===== src/rtl/buscaminas_pkg.sv =====
// Shared types and helpers for the minesweeper neighbour-count scanner.
package buscaminas_pkg;

  localparam int CELL_W_DEF    = 4;
  localparam int MINE_CODE_DEF = 15;

  typedef logic [CELL_W_DEF-1:0] cell_t;
  typedef enum logic {IDLE = 1'b0, SCAN = 1'b1} state_t;
  typedef logic [7:0] nbr_flags_t;

  function automatic logic [3:0] popcount8(input nbr_flags_t f);
    logic [3:0] n;
    n = '0;
    for (int i = 0; i < 8; i++) n = n + {3'b000, f[i]};
    return n;
  endfunction

endpackage


===== src/rtl/contar_bombas_fila.sv =====
// Combinational neighbour counter for one board row, given the rows above and below.
module contar_bombas_fila
  import buscaminas_pkg::*;
#(
  parameter int COLS      = 8,
  parameter int CELL_W    = CELL_W_DEF,
  parameter int MINE_CODE = MINE_CODE_DEF
) (
  input  logic [COLS-1:0][CELL_W-1:0]  row_up_i,
  input  logic [COLS-1:0][CELL_W-1:0]  row_mid_i,
  input  logic [COLS-1:0][CELL_W-1:0]  row_dn_i,
  input  logic                         up_valid_i,
  input  logic                         dn_valid_i,
  input  logic                         diag_en_i,
  output logic [COLS-1:0][CELL_W-1:0]  row_o,
  output logic [$clog2(COLS+1)-1:0]    mines_o
);

  localparam int RM_W = $clog2(COLS + 1);
  localparam logic [CELL_W-1:0] MINE = CELL_W'(MINE_CODE);

  // Mine flags padded with a zero column on each side so edges need no special case.
  logic [COLS+1:0] up_p, mid_p, dn_p;
  nbr_flags_t      flags;
  logic [3:0]      cnt;

  always_comb begin
    // NOTE: every combinational output gets a default first so no path can infer a latch.
    up_p  = '0;
    mid_p = '0;
    dn_p  = '0;
    for (int c = 0; c < COLS; c++) begin
      up_p[c+1]  = up_valid_i && (row_up_i[c] == MINE);
      mid_p[c+1] = (row_mid_i[c] == MINE);
      dn_p[c+1]  = dn_valid_i && (row_dn_i[c] == MINE);
    end
  end

  always_comb begin
    flags   = '0;
    cnt     = '0;
    row_o   = '0;
    mines_o = '0;
    for (int c = 0; c < COLS; c++) begin
      flags = {diag_en_i & up_p[c], up_p[c+1], diag_en_i & up_p[c+2],
               mid_p[c],                        mid_p[c+2],
               diag_en_i & dn_p[c], dn_p[c+1], diag_en_i & dn_p[c+2]};
      cnt      = popcount8(flags);
      row_o[c] = mid_p[c+1] ? MINE : CELL_W'(cnt);
      mines_o  = mines_o + RM_W'(mid_p[c+1]);
    end
  end

endmodule


===== src/rtl/contar_bombas_scan.sv =====
// Sequential minesweeper board scanner: snapshots a board on start, resolves one row per clock.
module contar_bombas_scan
  import buscaminas_pkg::*;
#(
  parameter int ROWS      = 8,
  parameter int COLS      = 8,
  parameter int CELL_W    = CELL_W_DEF,
  parameter int MINE_CODE = MINE_CODE_DEF
) (
  input  logic                                clock,
  input  logic                                reset,
  input  logic                                start,
  input  logic                                diag_en,
  input  logic [ROWS-1:0][COLS-1:0][CELL_W-1:0] board_in,
  output logic                                busy,
  output logic                                done,
  output logic [ROWS-1:0][COLS-1:0][CELL_W-1:0] board_out,
  output logic [$clog2(ROWS*COLS+1)-1:0]      mine_total
);

  localparam int ROW_W = $clog2(ROWS);
  localparam int TOT_W = $clog2(ROWS * COLS + 1);
  localparam int RM_W  = $clog2(COLS + 1);

  typedef logic [COLS-1:0][CELL_W-1:0]            row_t;
  typedef logic [ROWS-1:0][COLS-1:0][CELL_W-1:0]  board_t;

  state_t           state_q, state_d;
  logic [ROW_W-1:0] row_q, row_d;
  logic [TOT_W-1:0] acc_q, acc_d, total_q, total_d;
  logic             busy_q, busy_d, done_q, done_d;
  board_t           board_q, board_d, snap_q;
  logic             diag_q;

  row_t             row_up, row_mid, row_dn, row_res;
  logic [RM_W-1:0]  row_mines;
  logic             accept, last_row, up_valid, dn_valid;

  assign accept   = (state_q == IDLE) && start;
  assign last_row = (row_q == ROW_W'(ROWS - 1));
  assign up_valid = (row_q != '0);
  assign dn_valid = !last_row;

  // NOTE: the snapshot is plain data storage qualified by the FSM, so it carries no reset.
  always_ff @(posedge clock) begin
    if (accept) begin
      snap_q <= board_in;
      diag_q <= diag_en;
    end
  end

  always_comb begin
    row_up  = '0;
    row_dn  = '0;
    row_mid = snap_q[row_q];
    if (up_valid) row_up = snap_q[row_q - 1'b1];
    if (dn_valid) row_dn = snap_q[row_q + 1'b1];
  end

  contar_bombas_fila #(
    .COLS      (COLS),
    .CELL_W    (CELL_W),
    .MINE_CODE (MINE_CODE)
  ) u_fila (
    .row_up_i   (row_up),
    .row_mid_i  (row_mid),
    .row_dn_i   (row_dn),
    .up_valid_i (up_valid),
    .dn_valid_i (dn_valid),
    .diag_en_i  (diag_q),
    .row_o      (row_res),
    .mines_o    (row_mines)
  );

  always_comb begin
    state_d = state_q;
    row_d   = row_q;
    acc_d   = acc_q;
    busy_d  = busy_q;
    done_d  = 1'b0;
    board_d = board_q;
    total_d = total_q;
    case (state_q)
      IDLE: begin
        if (start) begin
          state_d = SCAN;
          busy_d  = 1'b1;
          row_d   = '0;
          acc_d   = '0;
        end
      end
      SCAN: begin
        board_d[row_q] = row_res;
        acc_d          = acc_q + TOT_W'(row_mines);
        row_d          = row_q + 1'b1;
        if (last_row) begin
          state_d = IDLE;
          busy_d  = 1'b0;
          done_d  = 1'b1;
          total_d = acc_d;
          row_d   = '0;
        end
      end
      default: state_d = IDLE;
    endcase
  end

  // NOTE: sequential state uses non-blocking assignments so every register samples pre-edge values.
  always_ff @(posedge clock or posedge reset) begin
    if (reset) begin
      state_q <= IDLE;
      row_q   <= '0;
      acc_q   <= '0;
      busy_q  <= 1'b0;
      done_q  <= 1'b0;
      board_q <= '0;
      total_q <= '0;
    end else begin
      state_q <= state_d;
      row_q   <= row_d;
      acc_q   <= acc_d;
      busy_q  <= busy_d;
      done_q  <= done_d;
      board_q <= board_d;
      total_q <= total_d;
    end
  end

  assign busy       = busy_q;
  assign done       = done_q;
  assign board_out  = board_q;
  assign mine_total = total_q;

endmodule


===== config.mk =====
export PLATFORM = sky130hd
export DESIGN_NAME = contar_bombas_scan
export DESIGN_NICKNAME = d
export VERILOG_FILES = /design/src/rtl/buscaminas_pkg.sv /design/src/rtl/contar_bombas_fila.sv /design/src/rtl/contar_bombas_scan.sv
export SDC_FILE = /design/constraint.sdc
export NUM_CORES = 1
export LEC_CHECK = 0
export BUFFER_PORTS_ARGS = -buffer_cell sky130_fd_sc_hd__buf_4
export CORE_UTILIZATION = 35
export CTS_CLUSTER_SIZE = 10
export DETAILED_ROUTE_END_ITERATION = 8
export SYNTH_ARGS = -nofsm -noshare
export SYNTH_HDL_FRONTEND = slang
export SYNTH_SLANG_ARGS = --single-unit

===== constraint.sdc =====
create_clock -name clock -period 24.2 [get_ports clock]
set_input_delay 4.84 -clock clock [delete_from_list [all_inputs] [get_ports clock]]
set_output_delay 4.84 -clock clock [all_outputs]
set_load 0.1 [all_outputs]

# After elaboration in Yosys (flattened, before gate mapping)
# Index checks and enable logic that the tools add are counted.
dict set report totals {
  regBits 533
  inputBits 260
  word_cells 297
}
dict set report op_classes {
  n_addsub 60
  order_cmp 4
  n_eq_ne 27
  mux 32
  bitwise 17
  n_reduce_logical 22
}
# cell n
set ops {}
lappend ops {{$bmux 32 s3} 3}
lappend ops {{$bwmux 256} 1}
lappend ops {{$add 4x1->4} 48}
lappend ops {{$mux 32} 6}
lappend ops {{$demux 32 s3} 1}
lappend ops {{$eq 4x4->1 const B} 24}
lappend ops {{$mux 4} 8}
lappend ops {{$add 1x1->2} 9}
lappend ops {{$logic_and 1x1->1} 18}
lappend ops {{$and 1x1->1} 16}
lappend ops {{$pmux 7 s2} 1}
lappend ops {{$lt 3x4->1 const B} 3}
lappend ops {{$add 7x4->7} 1}
lappend ops {{$mux 7} 1}
lappend ops {{$mux 1} 6}
lappend ops {{$mux 3} 2}
lappend ops {{$pmux 3 s2} 1}
lappend ops {{$pmux 1 s2} 2}
lappend ops {{$reduce_and 2->1} 2}
lappend ops {{$add 3x1->3 const B} 1}
lappend ops {{$eq 3x3->1 const B} 1}
lappend ops {{$ge 3x1->1 const B} 1}
lappend ops {{$reduce_bool 3->1} 1}
lappend ops {{$sub 3x1->3 const B} 1}
lappend ops {{4 further kinds} 4}

# Logic depth before layout (Yosys ltp)
dict set report depth {
  word_depth 16
  ltp_mapped 23
  depth_no_buf 19
}

# By module
# From an unflattened synthesis, not the netlist that was laid out.
dict set report hier_totals {
  cells_unflattened 1614
  hier_area_um2 26128.8
}
# module instances cells_each area_per_inst_um2 seq_area_each_um2
set modules_own_cells {}
lappend modules_own_cells {contar_bombas_scan 1 1400 24392.1 14624.0}
lappend modules_own_cells {contar_bombas_fila 1 214 1736.7 0.0}

# Least setup slack after synthesis
# OpenSTA, ideal clock, no wires.
dict set report synth_timing {
  kind {input-to-reg}
  start {input port start}
  end {register diag_q (enable)}
  setup_ns 0.907
  arrival_ns 15.948
  required_ns 23.293
  slack_ns 7.346
  stages 1
  n_path_buf 0
  path_cell_list {nor2b_1}
}
dict set report synth_between {
  elab_chain_len 1
}
# element line_no
set synth_lines {}
lappend synth_lines {{start, declared} contar_bombas_scan.sv:12} ;# input logic start,
lappend synth_lines {{$logic_and 1x1->1} contar_bombas_scan.sv:39} ;# assign accept = (state_q == IDLE) && start;
lappend synth_lines {{end signal, assigned} contar_bombas_scan.sv:48} ;# diag_q <= diag_en;
lappend synth_lines {{end, declared} contar_bombas_scan.sv:33} ;# logic diag_q;
# Every way passes these cells.
# A chain may end at the register's enable or synchronous reset.

# Final worst setup path
dict set report layout_timing {
  start {register row_q[2]}
  end {register total_q[6] (netlist: mine_total[6])}
}
dict set report layout_between {
  elab_chain_len 11
  elab_cells_between_ends 20
  classes_between {8 x add/sub; 9 x eq/ne; 2 x mux; 1 x reduce/logical}
}
# element line_no
set layout_lines {}
lappend layout_lines {{start, declared} contar_bombas_scan.sv:29} ;# logic [ROW_W-1:0] row_q, row_d;
lappend layout_lines {{start signal, assigned} contar_bombas_scan.sv:120} ;# row_q <= row_d;
lappend layout_lines {{$bmux 32 s3} contar_bombas_scan.sv:55} ;# row_mid = snap_q[row_q];
lappend layout_lines {{$mux 32 (not written as such)} contar_bombas_scan.sv:55}
lappend layout_lines {{$eq 4x4->1} contar_bombas_fila.sv:34} ;# mid_p[c+1] = (row_mid_i[c] == MINE);
lappend layout_lines {{$add 1x1->2} contar_bombas_fila.sv:50} ;# mines_o = mines_o + RM_W'(mid_p[c+1]);
lappend layout_lines {{$add 4x1->4 (6 in series)} contar_bombas_fila.sv:50}
lappend layout_lines {{$add 7x4->7} contar_bombas_scan.sv:94} ;# acc_d = acc_q + TOT_W'(row_mines);
lappend layout_lines {{end signal, assigned} contar_bombas_scan.sv:125} ;# total_q <= total_d;
lappend layout_lines {{end, declared} contar_bombas_scan.sv:30} ;# logic [TOT_W-1:0] acc_q, acc_d, total_q, total_d;
# Several ways; a longest one is shown, not always the timed one. The select of a mux whose other input is x is not followed.

==> results.tsv <==
stage	metric	value	unit
global_routing	GRT Total Usage	0.225	
synth	top cells by count, synth	441 x nor2_1, 276 x dfrtp_1, 257 x edfxtp_1	
synth	top cells by area, synth	edfxtp_1 32%, dfrtp_1 28%, nor2_1 6.8%, mux4_2 4.3%, a21oi_2 2.9%	
global_routing	GRT Residual Overflow	0	
clocking	Num CTS Buffers	61	
detailed_routing	final antenna-violating net count	0	
synth	register area share after synthesis	0.602	
synth	number of flops mapped to enable cells by yosys	257	
synth	Syn. warnings	0	
detailed_routing	First-pass DRT Iterations	6	
synth	ys flop type	dfrtp_1	
placement	Detail Placement HPWL	56.6	mm
clocking	H-tree levels	2	
clocking	clk buf depth	3	
synth	syn_nets	2269	
floorplanning	Die Ht	265	um
detailed_routing	Residual DRC	0	
final_layout	Layout fillers	6289	
floorplanning	io pins	525	
global_routing	initial antenna violation count	3	
clocking	postcts setup bufs	0	
floorplanning	CORE AREA	68600	um2
sta	final hold viol count	0	
sta	Worst slew margin	0.198	
sta	final setup vio count	0	
sta	RSZ-0062 raised after global routing	no	
final_layout	area of the multi-input gates	8710	um2
sta	Worst Tran Pin Value	1.20	ns
synth	Yosys top cell by area	edfxtp_1	
floorplanning	Core Rows	96	
detailed_routing	Initial DRC Count	1718	
synth	syn avg cell area	12.5	um2
detailed_routing	vias per inst	5.27	
floorplanning	die area	70400	um2
hold_path	hold crit path type	reg2reg	
synth	most frequent cell after synthesis	nor2_1	
detailed_routing	DR WL/cell	23.8	um
floorplanning	Die X-Extent	265	um
final_layout	final net count	2749	
critical_path	crit path DAT	7.66	ns
sta	Slew Limit Fails	0	
synth	Async S/R FF share, synth	0.518	
critical_path	WS Path Type	reg2reg	
synth	Netlist cell types	66	
synth	Synth Instances	1943	
critical_path	Critical Path End Type	flop	
synth	Post-Syn Area	24300	um2
final_layout	share of cells above drive strength 1	0.335	
clocking	Clock Sink Count	533	
critical_path	worst-path fanout max	33	
sta	Peak Freq	0.139	GHz
critical_path	critical path data required time	24.68	ns
global_routing	maximum number of pins on one net before global-route repair	194	
final_layout	Reg area	14600	um2
placement	Buffers on Ports	524	
critical_path	Setup crit start kind	flop	
detailed_routing	final WL	80.6	mm
global_routing	vias in the first global route	18072	
clocking	Worst-path clk slew	0.05	ns
clocking	Resized cells post-CTS	0	
final_layout	Area Growth Syn to Fin	25.9	%
clocking	Worst-Skew Late Latency	0.61	ns
placement	placer's final routability congestion estimate	0.847	
sta	clock skew	0.0126	ns
clocking	CTS tree	built	
synth	flops & latches, synth	533	
clocking	hold_buf cts	0	
sta	setup TNS	0	ns
global_routing	first-pass GRT wire length	117	mm
final_layout	ANT cells	0	
floorplanning	Initial Utilization	0.354	
synth	area share of the largest cell type after synthesis	0.318	
sta	Tmin final	7.17	ns
flow_run	max_cap viols	0	
run_status	outcome	finished, final reports clean	
clocking	Clk Tree Root Cell	clkbuf_16	
detailed_routing	via count	17862	
sta	Tcrit/Tclk final	0.296	
-- cell type report --
| class | instances | area share |
|---|---|---|
| flip-flops and latches | 533 | 0.479 |
| multi-input cells | 1241 | 0.285 |
| repair buffers | 549 | 0.135 |
| clock buffers | 92 | 0.0561 |
| well taps | 931 | 0.0381 |
| inverters | 37 | 0.00479 |
| clock inverters | 5 | 0.00184 |
-- metal layers --
metal	GRT usage	routed length [um]
met2	0.381	39500
met3	0.0380	5700
met4	0.0586	1840
met5	0	14
met1	0.298	33500
-- per-stage QoR --
step / setup slack [ns] / hold slack, ns / cells / utilization / cell area (um2)
finish: 17.03 / 0.484 / 3388 / 0.446 / 30600
global route: 16.67 / 0.505 / 3388 / 0.446 / 30600
CTS: 16.95 / 0.485 / 3388 / 0.446 / 30600
detailed placement: 16.50 / 0.473 / 3291 / 0.420 / 28800
global placement: 16.61 / 0.468 / 3291 / 0.420 / 28800
floorplan: 7.35 / 0.456 / 1943 / - / 24300
-- state kept, by name, indices dropped and copies added, names as in the netlist --
register	cells
done	1
acc_q	7
row_q	3
diag_q	1
mine_total	7
busy	1
snap_q	256
state_q	1
board_out	256
-- cells by family (layout without fill, tap and decap cells) --
logic type | Yosys count | count (layout) | share of synthesized area
mux | 129 | 129 | 0.0790
flops | 533 | 533 | 0.602
xor+xnor | 12 | 12 | 0.00510
compound gates | 400 | 400 | 0.114
buf+inv | 169 | 683 | 0.0416
fa+ha+maj | 66 | 66 | 0.0442
simple gates | 634 | 634 | 0.113
-- path summary, 6_finish.rpt --
check                                             endpoint  depth (start not counted)                      start  slack (ns)
min in group asynchronous       board_out[253]$_DFFE_PP0P_                          2                      reset        4.37
worst max register to register   mine_total[6]$_DFFE_PP0P_                         18       row_q[2]$_DFFE_PP0P_       17.03
worst min register to register   mine_total[4]$_DFFE_PP0P_                          2  mine_total[4]$_DFFE_PP0P_        0.48
worst min-delay path             mine_total[4]$_DFFE_PP0P_                          2  mine_total[4]$_DFFE_PP0P_        0.48
max in group asynchronous       board_out[192]$_DFFE_PP0P_                          4                      reset       17.24
worst max-delay path             mine_total[6]$_DFFE_PP0P_                         18       row_q[2]$_DFFE_PP0P_       17.03
-- critical path: stages (launching register included) --
cell and delay (ns):
dfrtp_4 0.71, clkinv_1 0.92, a221oi_1 0.63, o22ai_1 0.19, o211ai_4 0.50, inv_1 0.25
ha_1 0.39, inv_1 0.07, fa_1 0.56, fa_1 0.45, fa_1 0.47, fa_1 0.49
inv_1 0.07, fa_1 0.43, a21o_1 0.19, a21o_1 0.21, and3_1 0.19, xnor2_1 0.16
o21ai_0 0.09
-- placed cells by master (no fill, tap or decap), types with 46 or more instances in the layout --
cell	n
mux4_2	46
buf_4	548
nor2_1	441
nand2_1	56
clkbuf_16	63
a21oi_2	80
dfrtp_1	273
nand4_1	61
a21oi_1	138
a31oi_1	51
edfxtp_1	257
Power is left out: the tool's default activity adds up to more than one toggle a clock period on the data nets, which glitch-free logic cannot reach.
